### config.mk
export PLATFORM = sky130hd
export DESIGN_NAME = qpsk_dibit_uart_tx
export DESIGN_NICKNAME = d
export VERILOG_FILES = /design/src/rtl/qpsk_dibit_uart_tx.sv
export SDC_FILE = /design/constraint.sdc
export NUM_CORES = 1
export LEC_CHECK = 0
export ABC_CLOCK_PERIOD_IN_PS = 2800
export BUFFER_PORTS_ARGS = -buffer_cell sky130_fd_sc_hd__buf_2
export CELL_PAD_IN_SITES_DETAIL_PLACEMENT = 1
export CELL_PAD_IN_SITES_GLOBAL_PLACEMENT = 1
export CORE_MARGIN = 2
export CORE_UTILIZATION = 49
export DETAILED_ROUTE_END_ITERATION = 8
export PLACE_DENSITY = 0.83
export RECOVER_POWER = 100
export SETUP_SLACK_MARGIN = 0.5
export SLEW_MARGIN = 20
export SYNTH_ARGS = -nofsm -noshare
export SYNTH_HDL_FRONTEND = slang
export SYNTH_SLANG_ARGS = --single-unit
### constraint.sdc
create_clock -name clk -period 2.8 [get_ports clk]
set_clock_uncertainty 0.15 [all_clocks]
set_input_delay 0.28 -clock clk [delete_from_list [all_inputs] [get_ports clk]]
set_output_delay 0.28 -clock clk [all_outputs]
set_load 0.05 [all_outputs]
### src/rtl/qpsk_dibit_uart_tx.sv
// QPSK dibit packer, byte FIFO and UART transmitter (8N1, LSB first).
// Define UART_PARITY_EN for 8E1 framing with an even parity bit.
module qpsk_dibit_uart_tx #(
  parameter int CLK_FREQ_HZ = 100000000,
  parameter int BAUD        = 115200,
  parameter int FIFO_DEPTH  = 16
) (
  input  logic                        clk,
  input  logic                        reset_n,
  input  logic [1:0]                  bit_in,
  input  logic                        bit_valid,
  input  logic                        symbol_lock,
  input  logic                        flush,
  input  logic                        clear_ovf,
  output logic                        uart_txd,
  output logic                        busy,
  output logic [$clog2(FIFO_DEPTH):0] fifo_count,
  output logic                        overflow
);

  localparam int CPB = CLK_FREQ_HZ / BAUD;
  localparam int CW  = (CPB > 1) ? $clog2(CPB) : 1;
  localparam int AW  = $clog2(FIFO_DEPTH);
  localparam int NW  = AW + 1;

  localparam logic [CW-1:0] CNT_MAX  = CW'(CPB - 1);
  localparam logic [NW-1:0] FULL_CNT = NW'(FIFO_DEPTH);

  localparam logic [2:0] S_IDLE  = 3'd0;
  localparam logic [2:0] S_START = 3'd1;
  localparam logic [2:0] S_DATA  = 3'd2;
  localparam logic [2:0] S_STOP  = 3'd3;
`ifdef UART_PARITY_EN
  localparam logic [2:0] S_PAR   = 3'd4;
`endif

  logic [1:0]    idx;
  logic [7:0]    pk;
  logic          lock_q;
  logic          accept;
  logic          lock_fall;
  logic          full_a;
  logic          push;
  logic [1:0]    idx_a;
  logic [7:0]    pk_a;

  logic [7:0]    mem [FIFO_DEPTH];
  logic [AW-1:0] wr_ptr;
  logic [AW-1:0] rd_ptr;
  logic [NW-1:0] count;
  logic          fifo_full;
  logic          pop;
  logic          wr_en;
  logic          ovf_set;

  logic [2:0]    state;
  logic [2:0]    state_d;
  logic [CW-1:0] baud;
  logic          tick;
  logic [2:0]    bitn;
  logic [2:0]    bitn_d;
  logic [7:0]    sh;
  logic [7:0]    sh_d;
  logic          txd_q;
  logic          txd_d;
`ifdef UART_PARITY_EN
  logic          par;
  logic          par_d;
`endif

  // The dibit is merged before flush is considered, so a flush that
  // coincides with the completing dibit still yields a single push.
  always_comb begin
    accept    = bit_valid & symbol_lock;
    lock_fall = lock_q & ~symbol_lock;
    idx_a     = idx;
    pk_a      = pk;
    if (accept) begin
      unique case (idx)
        2'd0: pk_a = {bit_in, 6'b0};
        2'd1: pk_a[5:4] = bit_in;
        2'd2: pk_a[3:2] = bit_in;
        2'd3: pk_a[1:0] = bit_in;
      endcase
      idx_a = idx + 2'd1;
    end
    full_a = accept && (idx == 2'd3);
    push   = !lock_fall &&
             (full_a || (flush && (idx_a != 2'd0)));
  end

  always_ff @(posedge clk or negedge reset_n) begin
    if (!reset_n) begin
      idx    <= 2'd0;
      pk     <= 8'h00;
      lock_q <= 1'b0;
    end else begin
      lock_q <= symbol_lock;
      if (lock_fall || push) begin
        idx <= 2'd0;
        pk  <= 8'h00;
      end else begin
        idx <= idx_a;
        pk  <= pk_a;
      end
    end
  end

  assign fifo_full = (count == FULL_CNT);
  assign pop       = (state == S_IDLE) && (count != '0);
  assign wr_en     = push && (!fifo_full || pop);
  assign ovf_set   = push && fifo_full && !pop;

  always_ff @(posedge clk) begin
    if (wr_en)
      mem[wr_ptr] <= pk_a;
  end

  always_ff @(posedge clk or negedge reset_n) begin
    if (!reset_n) begin
      wr_ptr   <= '0;
      rd_ptr   <= '0;
      count    <= '0;
      overflow <= 1'b0;
    end else begin
      if (wr_en)
        wr_ptr <= wr_ptr + AW'(1);
      if (pop)
        rd_ptr <= rd_ptr + AW'(1);
      unique case ({wr_en, pop})
        2'b10:   count <= count + NW'(1);
        2'b01:   count <= count - NW'(1);
        default: count <= count;
      endcase
      if (ovf_set)
        overflow <= 1'b1;
      else if (clear_ovf)
        overflow <= 1'b0;
    end
  end

  assign fifo_count = count;

  assign tick = (baud == CNT_MAX);

  always_comb begin
    state_d = state;
    sh_d    = sh;
    bitn_d  = bitn;
`ifdef UART_PARITY_EN
    par_d   = par;
`endif
    case (state)
      S_IDLE: begin
        if (pop) begin
          state_d = S_START;
          sh_d    = mem[rd_ptr];
          bitn_d  = 3'd0;
`ifdef UART_PARITY_EN
          par_d   = ^mem[rd_ptr];
`endif
        end
      end
      S_START: begin
        if (tick)
          state_d = S_DATA;
      end
      S_DATA: begin
        if (tick) begin
          if (bitn == 3'd7) begin
`ifdef UART_PARITY_EN
            state_d = S_PAR;
`else
            state_d = S_STOP;
`endif
          end else begin
            sh_d   = {1'b0, sh[7:1]};
            bitn_d = bitn + 3'd1;
          end
        end
      end
`ifdef UART_PARITY_EN
      S_PAR: begin
        if (tick)
          state_d = S_STOP;
      end
`endif
      S_STOP: begin
        if (tick)
          state_d = S_IDLE;
      end
      default: state_d = S_IDLE;
    endcase

    // Line level follows the next state so txd is a clean register.
    case (state_d)
      S_START: txd_d = 1'b0;
      S_DATA:  txd_d = sh_d[0];
`ifdef UART_PARITY_EN
      S_PAR:   txd_d = par_d;
`endif
      default: txd_d = 1'b1;
    endcase
  end

  always_ff @(posedge clk or negedge reset_n) begin
    if (!reset_n) begin
      state <= S_IDLE;
      baud  <= '0;
      bitn  <= 3'd0;
      sh    <= 8'h00;
      txd_q <= 1'b1;
`ifdef UART_PARITY_EN
      par   <= 1'b0;
`endif
    end else begin
      state <= state_d;
      sh    <= sh_d;
      bitn  <= bitn_d;
      txd_q <= txd_d;
`ifdef UART_PARITY_EN
      par   <= par_d;
`endif
      if ((state == S_IDLE) || tick)
        baud <= '0;
      else
        baud <= baud + CW'(1);
    end
  end

  assign uart_txd = txd_q;
  assign busy     = (state != S_IDLE);

endmodule

### Yosys cells after proc, flatten, opt, wreduce, memory -nomap -nowiden

Memories as Yosys holds them, arrays and structs flattened.
Cells that the tools add are included.

| word-level totals | value |
|---|---|
| bits in registers | 50 |
| memory bits (writable) | 128 |
| input bits | 8 |
| output and inout bits | 8 |
| word-level logic and storage cells | 92 |
| memories | 1 |

| operators by class | value |
|---|---|
| add/subtract/negate cells | 7 |
| equality and inequality tests | 16 |
| muxes and demuxes | 29 |
| bitwise gates (word level) | 3 |
| reductions and logical operators | 23 |

Memory list:

| name | words | bits a word | rd ports | clocked after Yosys merged registers in | write ports | RTL line | source |
|---|---|---|---|---|---|---|---|
| mem | 16 | 8 | 1 | 0 | 1 | 47 | `logic [7:0] mem [FIFO_DEPTH];` |

Operator list:

| kind | count |
|---|---|
| 2-to-1 mux 8 bit | 5 |
| 2-to-1 mux 3 bit | 8 |
| case mux 8 bit (2 select lines) | 1 |
| case mux 2 bit (2 select lines) | 3 |
| case mux 3 bit (4 select lines) | 1 |
| adder 10 x 1 -> 10 bit, second input constant | 1 |
| equality test 10 bit, second input constant | 1 |
| 2-to-1 mux 10 bit | 1 |
| case mux 5 bit (2 select lines) | 1 |
| equality test 3 x 2 -> 1 bit, second input constant | 3 |
| adder 4 x 1 -> 4 bit, second input constant | 2 |
| nonzero test 2 bit | 4 |
| logical AND 1 bit | 7 |
| equality test 2 bit, second input constant | 3 |
| equality test 3 x 1 -> 1 bit, second input constant | 2 |
| 2-to-1 mux 2 bit | 3 |
| != test 2 bit, second input constant | 3 |
| case mux 3 bit (2 select lines) | 1 |
| adder 5 x 1 -> 5 bit, second input constant | 1 |
| equality test 5 bit, second input constant | 1 |
| nonzero test 5 bit | 1 |
| subtractor 5 x 1 -> 5 bit, second input constant | 1 |
| equality test 2 x 1 -> 1 bit, second input constant | 2 |
| logical OR 1 bit | 4 |
| 12 further kinds | 18 |

### Depth between registers and ports, before layout

Gate-level depths: netlist of the first run.

| depth | value |
|---|---|
| depth in word-level cells | 9 |
| mapped depth | 11 |
| gate-level depth less buffers | 11 |

### Worst setup path before layout of the first run

No wires, ideal clock.

| timing | value |
|---|---|
| path kind | reg2reg |
| start | register count[1], in the netlist fifo_count[1] |
| end | register count[4], in the netlist fifo_count[4] |
| library setup time | 0.147 ns |
| arrival time | 2.624 ns |
| required time | 2.503 ns |
| slack | -0.121 ns |
| stages on the path, launching flop included | 11 |
| buffers on the path | 1 |
| period minus slack after synthesis | 2.921 ns |
| path through | dfrtp_1 > buf_6 > or4_4 > o21ai_4 > nor2_2 > xor2_1 > ha_1 > or3_1 > a21oi_1 > a32oi_1 > xnor2_1 |

| on the way | value |
|---|---|
| word-level cells in the longest chain between the ends | 6 |
| elaborated cells on any way between the ends | 12 |
| classes of those cells | add/sub (2); eq/ne (3); mux (1); reduce/logical (6) |

Ends and longest elaborated chain:

| item | RTL line | source |
|---|---|---|
| start, declared | 50 | `logic [NW-1:0] count;` |
| start signal, assigned | 131 | `2'b10: count <= count + NW'(1);` |
| start signal, assigned | 132 | `2'b01: count <= count - NW'(1);` |
| start signal, assigned | 133 | `default: count <= count;` |
| equality test 5 bit or nonzero test 5 bit (tied branches) | 109, 110 |  |
| logical NOT 1 bit or logical AND 1 bit (tied branches) | 111, 110 |  |
| logical OR 1 bit | 111 | `assign wr_en = push && (!fifo_full \|\| pop);` |
| logical AND 1 bit | 111 |  |
| equality test 2 x 1 -> 1 bit or equality test 2 bit (tied branches) | 130 | `unique case ({wr_en, pop})` |
| case mux 5 bit (2 select lines) or nonzero test 2 bit (tied branches) | - |  |

Several ways; a longest one is shown, not always the timed one.
A chain may end at the register's enable or synchronous reset.

### Worst setup path in the final report of the first run

| timing | value |
|---|---|
| start | register idx[0] |
| end | register count[4], in the netlist fifo_count[4] |

| on the way | value |
|---|---|
| word-level cells in the longest chain between the ends | 9 |
| elaborated cells on any way between the ends | 13 |
| classes of those cells | add/sub (1); eq/ne (3); mux (2); reduce/logical (7) |

Ends and longest elaborated chain:

| item | RTL line | source |
|---|---|---|
| start, declared | 37 | `logic [1:0] idx;` |
| start signal, assigned | 103 | `idx <= idx_a;` |
| adder 2 x 1 -> 2 bit | 85 | `idx_a = idx + 2'd1;` |
| 2-to-1 mux 2 bit | 78 | `if (accept) begin` |
| nonzero test 2 bit | 89 | `(full_a \|\| (flush && (idx_a != 2'd0)));` |
| logical AND 1 bit | 89 |  |
| logical OR 1 bit (*) | 89 |  |
| logical AND 1 bit (*) | 88 | `push = !lock_fall &&` |
| logical AND 1 bit (*) | 111 |  |
| equality test 2 x 1 -> 1 bit or equality test 2 bit (tied branches) | 130 |  |
| case mux 5 bit (2 select lines) or nonzero test 2 bit (tied branches) | - |  |

Mark *: on every way between the ends. The rest lies on a longest branch, timed or not.

==> results of run 1 <==
[timing repair]
action,CTS,global route
gates resized for setup,39,12
buffers inserted,16,12
hold endpoints to repair,35,0
cloned,1,0
pin swaps,12,7
setup endpoints to repair,141,190
hold buffers,3,0
[per-layer routing]
metal / vias up / GRT usage (%) / wire length, um
met4: 0 / 11.2 / 681
met5: - / 0 / 0
met1: 2310 / 31.6 / 7690
li1: 1873 / - / -
met3: 55 / 4.17 / 905
met2: 154 / 45.7 / 11200
[how the worst max path moves through the flow]
| stage | startpoint | to | slack, ns | depth (start not counted) |
|---|---|---|---|---|
| 2_1_floorplan | fifo_count[1] | fifo_count[4] | -0.01 | 10 |
| 3_3_place_gp | idx[1] | fifo_count[4] | 0.17 | 11 |
| 3_5_place_dp | idx[1] | fifo_count[4] | 0.004 | 11 |
| 4_1_cts | idx[0] | fifo_count[4] | 0.22 | 11 |
| 5_1_grt | idx[0] | fifo_count[4] | 0.08 | 11 |
| 6_report | idx[0] | fifo_count[4] | 0.13 | 11 |
[cells by family (layout without fill, tap and decap cells)]
family	count (synthesis)	in the layout	share of synthesized area (%)
compound gates	40	40	4.10
xor+xnor	19	19	2.20
fa+ha+maj	14	14	2.32
buf+inv	28	112	2.66
flops	178	178	67.4
mux	48	48	13.5
other cells	1	1	0.0496
simple gates	116	116	7.73
[synthesized netlist by cell type (all sizes together) (4+ instances only)]
| master | n | share of area (%) |
|---|---|---|
| nor2b | 10 | 0.83 |
| a31oi | 4 | 0.33 |
| mux4 | 39 | 12 |
| a21oi | 5 | 0.38 |
| and3 | 4 | 0.33 |
| a32o | 4 | 0.53 |
| dfrtp | 49 | 16 |
| a22oi | 7 | 0.70 |
| xnor2 | 12 | 1.4 |
| buf | 14 | 1.9 |
| nand2b | 5 | 0.41 |
| xor2 | 7 | 0.81 |
| clkbuf | 5 | 0.36 |
| inv | 9 | 0.45 |
| nor3 | 7 | 0.61 |
| nand3 | 7 | 0.46 |
| mux2i | 5 | 0.71 |
| nor2 | 33 | 1.7 |
| edfxtp | 128 | 51 |
| o21ai | 8 | 0.68 |
| ha | 14 | 2.3 |
| nand2 | 34 | 1.7 |
| mux2 | 4 | 0.65 |
[sequential cells by signal, indices dropped and copies added, names as in the netlist]
register and count:
fifo_count 5, lock_q 1, wr_ptr 4, overflow 1, idx 2, baud 10, state 3, mem 128
rd_ptr 4, pk 8, bitn 3, sh 8, uart_txd 1
[cell type report]
cell class | instances | area [sq um]
inverter | 9 | 33.8
sequential | 178 | 5100
tap | 188 | 235
timing repair buffer | 71 | 628
fill | 1326 | 6080
clock buffer | 17 | 425
clock inverter | 15 | 159
multi-input combinational | 238 | 2480
[power by group through the flow]
| stage | clock [uW] | sequential (uW) | combinational (uW) |
|---|---|---|---|
| CTS | 2380 | 3420 | 2440 |
| global placement | 0 | 3440 | 2030 |
| detailed placement | 0 | 3480 | 2120 |
| floorplan | 0 | 3440 | 1670 |
| finish | 2380 | 3440 | 2630 |
| global route | 2470 | 3460 | 2770 |
[critical path: stages (launching register included)]
cell and delay, ns:
dfrtp_2 0.39, inv_1 0.08, ha_1 0.33, nand4b_1 0.21, a41o_1 0.26, nor2_4 0.11, xor2_1 0.10, ha_2 0.20
or3_4 0.34, a21oi_2 0.16, a32oi_2 0.07, xnor2_1 0.14
[stage by stage]
stage	instance area, sq um	setup TNS, ns	util, %	setup slack [ns]
floorplan	7690	-0.0113	-	-0.0113
global placement	8020	0	53.0	0.170
detailed placement	8020	0	53.0	0.00414
CTS	8980	0	59.3	0.223
global route	9070	0	59.9	0.0780
finish	9070	0	59.9	0.132
==> results.json, run 1 <==
{
  "cts_root_buf": "clkbuf_16",
  "antenna_found_initial": 0,
  "core_sq_mm": 0.0151,
  "rsz0062_at_grt": "true",
  "power_uw": 8450,
  "synth-seq-cells": 178,
  "clock_latency_ns": 0.44,
  "p_int_uw": 5600,
  "areaGrowthSynthToFinish_pct": 19.9,
  "end_kind": "register",
  "maxCapViolCount": 1,
  "die_x_um": 128,
  "async_flop_share_pct": 28.1,
  "grt_max_degree": 36,
  "period_needed_ns": 2.67,
  "synthesis.nets": 466,
  "vias": 4392,
  "synth_area_sq_mm": 0.00756,
  "setup_viol_count_final": 0,
  "max_slew_margin_pct": -26.2,
  "crit_required_ns": 2.96,
  "avgRoutedWirePerCell_um": 28.6,
  "violations": "capacitance limit, slew limit",
  "rows": 45,
  "port_buffers": 15,
  "hold_viol": 0,
  "n_antenna_cell": 0,
  "worst_pin_slew_ns": 1.89,
  "grt_pass1_wl_mm": 30.0,
  "die_h_um": 128,
  "min-delay-start": "flush",
  "postRouteAntennaNets": 0,
  "holdPathEnd": "overflow",
  "ff2ff_path_depth": 11,
  "start_util_pct": 49.9,
  "p_sw_share_pct": 33.8,
  "synth_area_per_cell_sq_um": 17.0,
  "grt_pass1_vias": 4813,
  "post-route-period-util_pct": 95.3,
  "p_seq_share_pct": 40.7,
  "r2r_slack_ns": 0.13,
  "synthCells": 444,
  "drt_iter0_markers": 298,
  "final_common_cell": "edfxtp_1",
  "layout-drive-gt1-share_pct": 30.9,
  "clk_pin_slew_ns": 0.08,
  "path_class": "register to register",
  "final_cell_mix": "edfxtp_1, dfrtp_1, nand2_1, buf_4, mux4_2",
  "arrival_ns": 2.83,
  "gp_congestion": 0.746,
  "overflow": 0,
  "timing.rr.start": "idx[0]",
  "ys_types": 61,
  "status": "complete, but fails checks",
  "ir_worst_vdd_v": 0.000669,
  "grt_usage_pct": 25.9,
  "final_cells": 716,
  "clock_sinks": 178,
  "die_area_sq_mm": 0.0164,
  "drc": 0,
  "first_pass_iters": 5,
  "viasPerCell": 6.13,
  "cp_max_fo": 4,
  "reg2reg_to": "fifo_count[4]",
  "cts_buffer_depth": 2,
  "io_pins": 16,
  "power_switching_uw": 2860,
  "drv_slew": 36,
  "synth-main-ff-cell": "edfxtp_1",
  "cts_tree": "done",
  "pwr_density_cell_mw_per_mm2": 932,
  "start_kind": "register",
  "synth_edf_count": 128,
  "drt-total-wl_mm": 20.5,
  "power_frac_comb_pct": 31.1,
  "finish.net_count": 537,
  "holdPathStages": 3,
  "yosysWarnings": 0,
  "cts_htree_levels": 4,
  "max_freq_mhz": 375,
  "pwr-share-clk_pct": 28.2,
  "dp_hpwl_mm": 11.4,
  "hold_path.class": "input pin to register",
  "cts_buffers": 17,
  "ys_seq_area_share_pct": 67.4,
  "dp_cells": 652,
  "whs_ns": 0.127,
  "p_leak_uw": 0.00328
}
(Power assumes the default switching activity.)
==> run 2: changes to the inputs <==
Settings changed: RECOVER_POWER 100 to default.
==> results.json, run 2 (synthesized netlist as in run 1, its figures left out) <==
{
  "largest_register_ff_count": 128,
  "reg_top3": "mem (128), baud (10)",
  "finish.net_count": 537,
  "overflow": 0,
  "crit_end": "fifo_count[4]",
  "ir_worst_vdd_v": 0.000670,
  "drt-total-wl_mm": 20.5,
  "grt_pass1_wl_mm": 30.0,
  "clock_sinks": 178,
  "areaGrowthSynthToFinish_pct": 20.8,
  "critPathLaunch": "idx[1]",
  "die_x_um": 128,
  "period_needed_ns": 2.59,
  "io_pins": 16,
  "grt_pass1_vias": 4813,
  "ff2ff_path_depth": 11,
  "cts_htree_levels": 4,
  "path_class": "register to register",
  "hold_path.class": "input pin to register",
  "grt_usage_pct": 25.9,
  "vias": 4391,
  "layout-drive-gt1-share_pct": 35.0,
  "drc": 0,
  "viasPerCell": 6.13,
  "port_buffers": 15,
  "status": "completed",
  "postRouteAntennaNets": 0,
  "reg2reg_to": "fifo_count[4]",
  "antenna_found_initial": 0,
  "cp_max_fo": 4,
  "start_kind": "register",
  "clk_pin_slew_ns": 0.08,
  "die_area_sq_mm": 0.0164,
  "start_util_pct": 49.9,
  "timing.rr.start": "idx[1]",
  "cts_buffer_depth": 2,
  "drv_slew": 0,
  "final_common_cell": "edfxtp_1",
  "post-route-period-util_pct": 92.6,
  "hold_viol": 0,
  "p_leak_uw": 0.00333,
  "maxCapViolCount": 0,
  "clock_latency_ns": 0.43,
  "final_cell_mix": "edfxtp_1, dfrtp_1, buf_4, nand2_1, mux4_2",
  "cts_root_buf": "clkbuf_16",
  "cts_buffers": 17,
  "rsz0062_at_grt": "true",
  "core_sq_mm": 0.0151,
  "gp_congestion": 0.746,
  "n_antenna_cell": 0,
  "arrival_ns": 2.76,
  "whs_ns": 0.128,
  "r2r_slack_ns": 0.21,
  "end_kind": "register",
  "drt_iter0_markers": 290,
  "cts_tree": "done",
  "die_h_um": 128,
  "final.setup.tns_ns": 0,
  "crit_required_ns": 2.96,
  "dp_hpwl_mm": 11.4,
  "worst_pin_slew_ns": 0.856,
  "setup_viol_count_final": 0,
  "first_pass_iters": 5,
  "pwr_density_cell_mw_per_mm2": 930,
  "max_freq_mhz": 386,
  "rows": 45,
  "largest-register": "mem",
  "grt_max_degree": 36,
  "max_slew_margin_pct": 42.9,
  "avgRoutedWirePerCell_um": 28.6
}
## run 2: area by class of cell
type / instances / area [sq um]
clock buffers: 17 / 425
clock inverters: 15 / 159
fillers: 1312 / 6020
inverters: 9 / 33.8
multi-input cells: 238 / 2530
flip-flops and latches: 178 / 5100
well taps: 188 / 235
repair buffers: 71 / 644
## run 2: layer usage
layer  part of all wire, %  global-route usage (%)  up-vias
li1                      -                       -     1866
met1                    37                    31.6     2313
met2                    55                    45.7      158
met3                   4.5                    4.17       54
met4                   3.3                    11.2        0
met5                     0                       0        -
## run 2: where the power goes
group / internal [uW] / switching, uW
combinational: 1240 / 1420
sequential: 3110 / 327
clock: 1270 / 1120
total: 5620 / 2860
## run 2: worst min-delay path by stage
stage / start / end / slack (ns) / cells past startpoint
global route: flush / overflow / 0.18 / 3
finish: flush / overflow / 0.13 / 3
CTS: flush / overflow / 0.18 / 3
detailed placement: reset_n / baud[6] / 0.25 / 1
global placement: reset_n / baud[4] / 0.23 / 1
floorplan: reset_n / baud[0] / -0.17 / 0
## run 2: critical path, cell delays in order (launching register included)
cell and delay (ns):
dfrtp_1 0.41, buf_6 0.14, ha_1 0.18, and3_4 0.20
a41o_1 0.26, nor2_4 0.11, xor2_1 0.09, ha_2 0.20
or3_4 0.34, a21oi_2 0.16, a32oi_2 0.07, xnor2_1 0.14
## run 2: what timing repair did
item                                    CTS  global route
gates cloned                              1             0
pin swaps                                12             7
hold buffers                              3             0
endpoints found under the setup margin  141           190
hold endpoints to repair                 35             0
gates resized for setup                  39            12
buffers inserted                         16            12
## run 2: through the flow
step	utilization (%)	total power (uW)	std cells	instance area, sq um	setup slack [ns]
6_report	60.3	8490	716	9130	0.207
4_1_cts	59.3	8240	704	8980	0.223
5_1_grt	60.3	8750	716	9130	0.160
3_5_place_dp	53.0	5600	652	8020	0.00414
3_3_place_gp	53.0	5470	652	8020	0.170
2_1_floorplan	-	5120	444	7690	-0.0113
==> run 3: changes to the inputs <==
Settings changed: CORE_UTILIZATION 49 to 40, PLACE_DENSITY 0.83 to 0.71.
==> results.json, run 3 (synthesized netlist as in run 1, its figures left out) <==
{
  "status": "completed",
  "pwr_density_cell_mw_per_mm2": 901,
  "dp_hpwl_mm": 10.8,
  "ir_worst_vdd_v": 0.000592,
  "antenna_found_initial": 0,
  "clock_sinks": 178,
  "port_buffers": 15,
  "rsz0062_at_grt": "true",
  "cts_buffers": 17,
  "cts_tree": "done",
  "cts_htree_levels": 4,
  "final_cell_mix": "edfxtp_1, dfrtp_1, nand2_1, mux4_2, buf_4",
  "clock_latency_ns": 0.43,
  "worst_pin_slew_ns": 0.803,
  "viasPerCell": 5.53,
  "io_pins": 16,
  "gp_congestion": 0.810,
  "arrival_ns": 2.87,
  "die_area_sq_mm": 0.0200,
  "vias": 4211,
  "setup_viol_count_final": 0,
  "largest_register_ff_count": 128,
  "end_kind": "register",
  "hold_path.class": "input pin to register",
  "post-route-period-util_pct": 96.9,
  "maxCapViolCount": 0,
  "n_antenna_cell": 0,
  "drc": 0,
  "die_h_um": 141,
  "avgRoutedWirePerCell_um": 23.8,
  "areaGrowthSynthToFinish_pct": 22.3,
  "cts_root_buf": "clkbuf_16",
  "final.setup.tns_ns": 0,
  "grt_usage_pct": 18.6,
  "finish.net_count": 536,
  "grt_pass1_wl_mm": 27.1,
  "reg_top3": "mem (128), baud (10)",
  "period_needed_ns": 2.71,
  "path_class": "register to register",
  "die_x_um": 141,
  "largest-register": "mem",
  "final_common_cell": "edfxtp_1",
  "crit_required_ns": 2.96,
  "p_leak_uw": 0.00333,
  "layout-drive-gt1-share_pct": 36.1,
  "cp_max_fo": 4,
  "drt_iter0_markers": 256,
  "drt-total-wl_mm": 18.1,
  "first_pass_iters": 5,
  "hold_viol": 0,
  "utilization_pct": 49.6,
  "drv_slew": 0,
  "core_sq_mm": 0.0186,
  "cts_buffer_depth": 2,
  "rows": 50,
  "start_kind": "register",
  "grt_pass1_vias": 4504,
  "postRouteAntennaNets": 0,
  "start_util_pct": 40.6,
  "overflow": 0,
  "max_freq_mhz": 369,
  "grt_max_degree": 36,
  "clk_pin_slew_ns": 0.07,
  "max_slew_margin_pct": 46.5
}
[run 3: cell count changes in the layout (fill, tap and decap cells not counted), moves of 2 or more]
cell,previous run,this run
nor2_4,5,13
buf_6,15,13
nor2_2,9,1
inv_8,5,3
buf_8,2,8
buf_4,31,27
clkinv_4,1,3
[run 3: path summary, 6_finish.rpt]
path	cells past startpoint	end	from	slack, ns
max reg2reg	10	fifo_count[4]	idx[0]	0.09
min in group asynchronous	2	baud[1]	reset_n	0.32
min	3	overflow	flush	0.15
max	10	fifo_count[4]	idx[0]	0.09
min reg2reg	2	bitn[1]	bitn[1]	0.35
max in group asynchronous	3	idx[0]	reset_n	1.43
[run 3: worst max-delay path: stages (launching register included)]
cell and delay [ns]:
dfrtp_2 0.43, buf_6 0.13, a211o_1 0.33, a41o_4 0.33, nor2_4 0.15, xor2_2 0.09
ha_2 0.21, or3_4 0.36, a21oi_4 0.17, a32oi_2 0.08, xnor2_1 0.15
[run 3: timing repair]
item                                    in CTS  in global routing
cloned                                       1                  0
pin swaps                                   10                 18
endpoints found under the setup margin     144                172
buffers inserted                            15                 14
resized for setup                           36                 40
endpoints found under the hold margin       35                  0
hold buffers                                 3                  0
[run 3: stage by stage]
step	area, sq um	hold WS [ns]	total power, uW	worst slack [ns]	instances
after floorplan	7690	-0.166	5120	-0.0113	444
after CTS	8970	0.154	8110	0.177	747
final	9250	0.146	8330	0.0880	761
after detailed placement	8080	0.262	5610	-0.0238	696
after global placement	8080	0.249	5520	0.176	696
after global routing	9250	0.168	8680	0.0307	761
[run 3: routing by layer]
metal	part of all wire [%]	track usage, %	vias to the layer above
met5	0	0	-
met4	2.2	7.11	0
met3	3.2	3.34	29
met2	52	31.1	96
met1	42	24.3	2220
li1	-	-	1866
[run 3: final cells by class]
class | count | area, sq um
fillers | 1762 | 9390
flip-flops and latches | 178 | 5100
multi-input cells | 238 | 2600
repair buffers | 70 | 667
clock buffers | 18 | 429
well taps | 234 | 293
clock inverters | 14 | 121
inverters | 9 | 33.8
[run 3: where the power goes]
group	switching (uW)	internal, uW	leakage [uW]
Clock	1060	1170	0.000272
Sequential	337	3110	0.00178
Combinational	1390	1260	0.00128
Total	2790	5540	0.00333
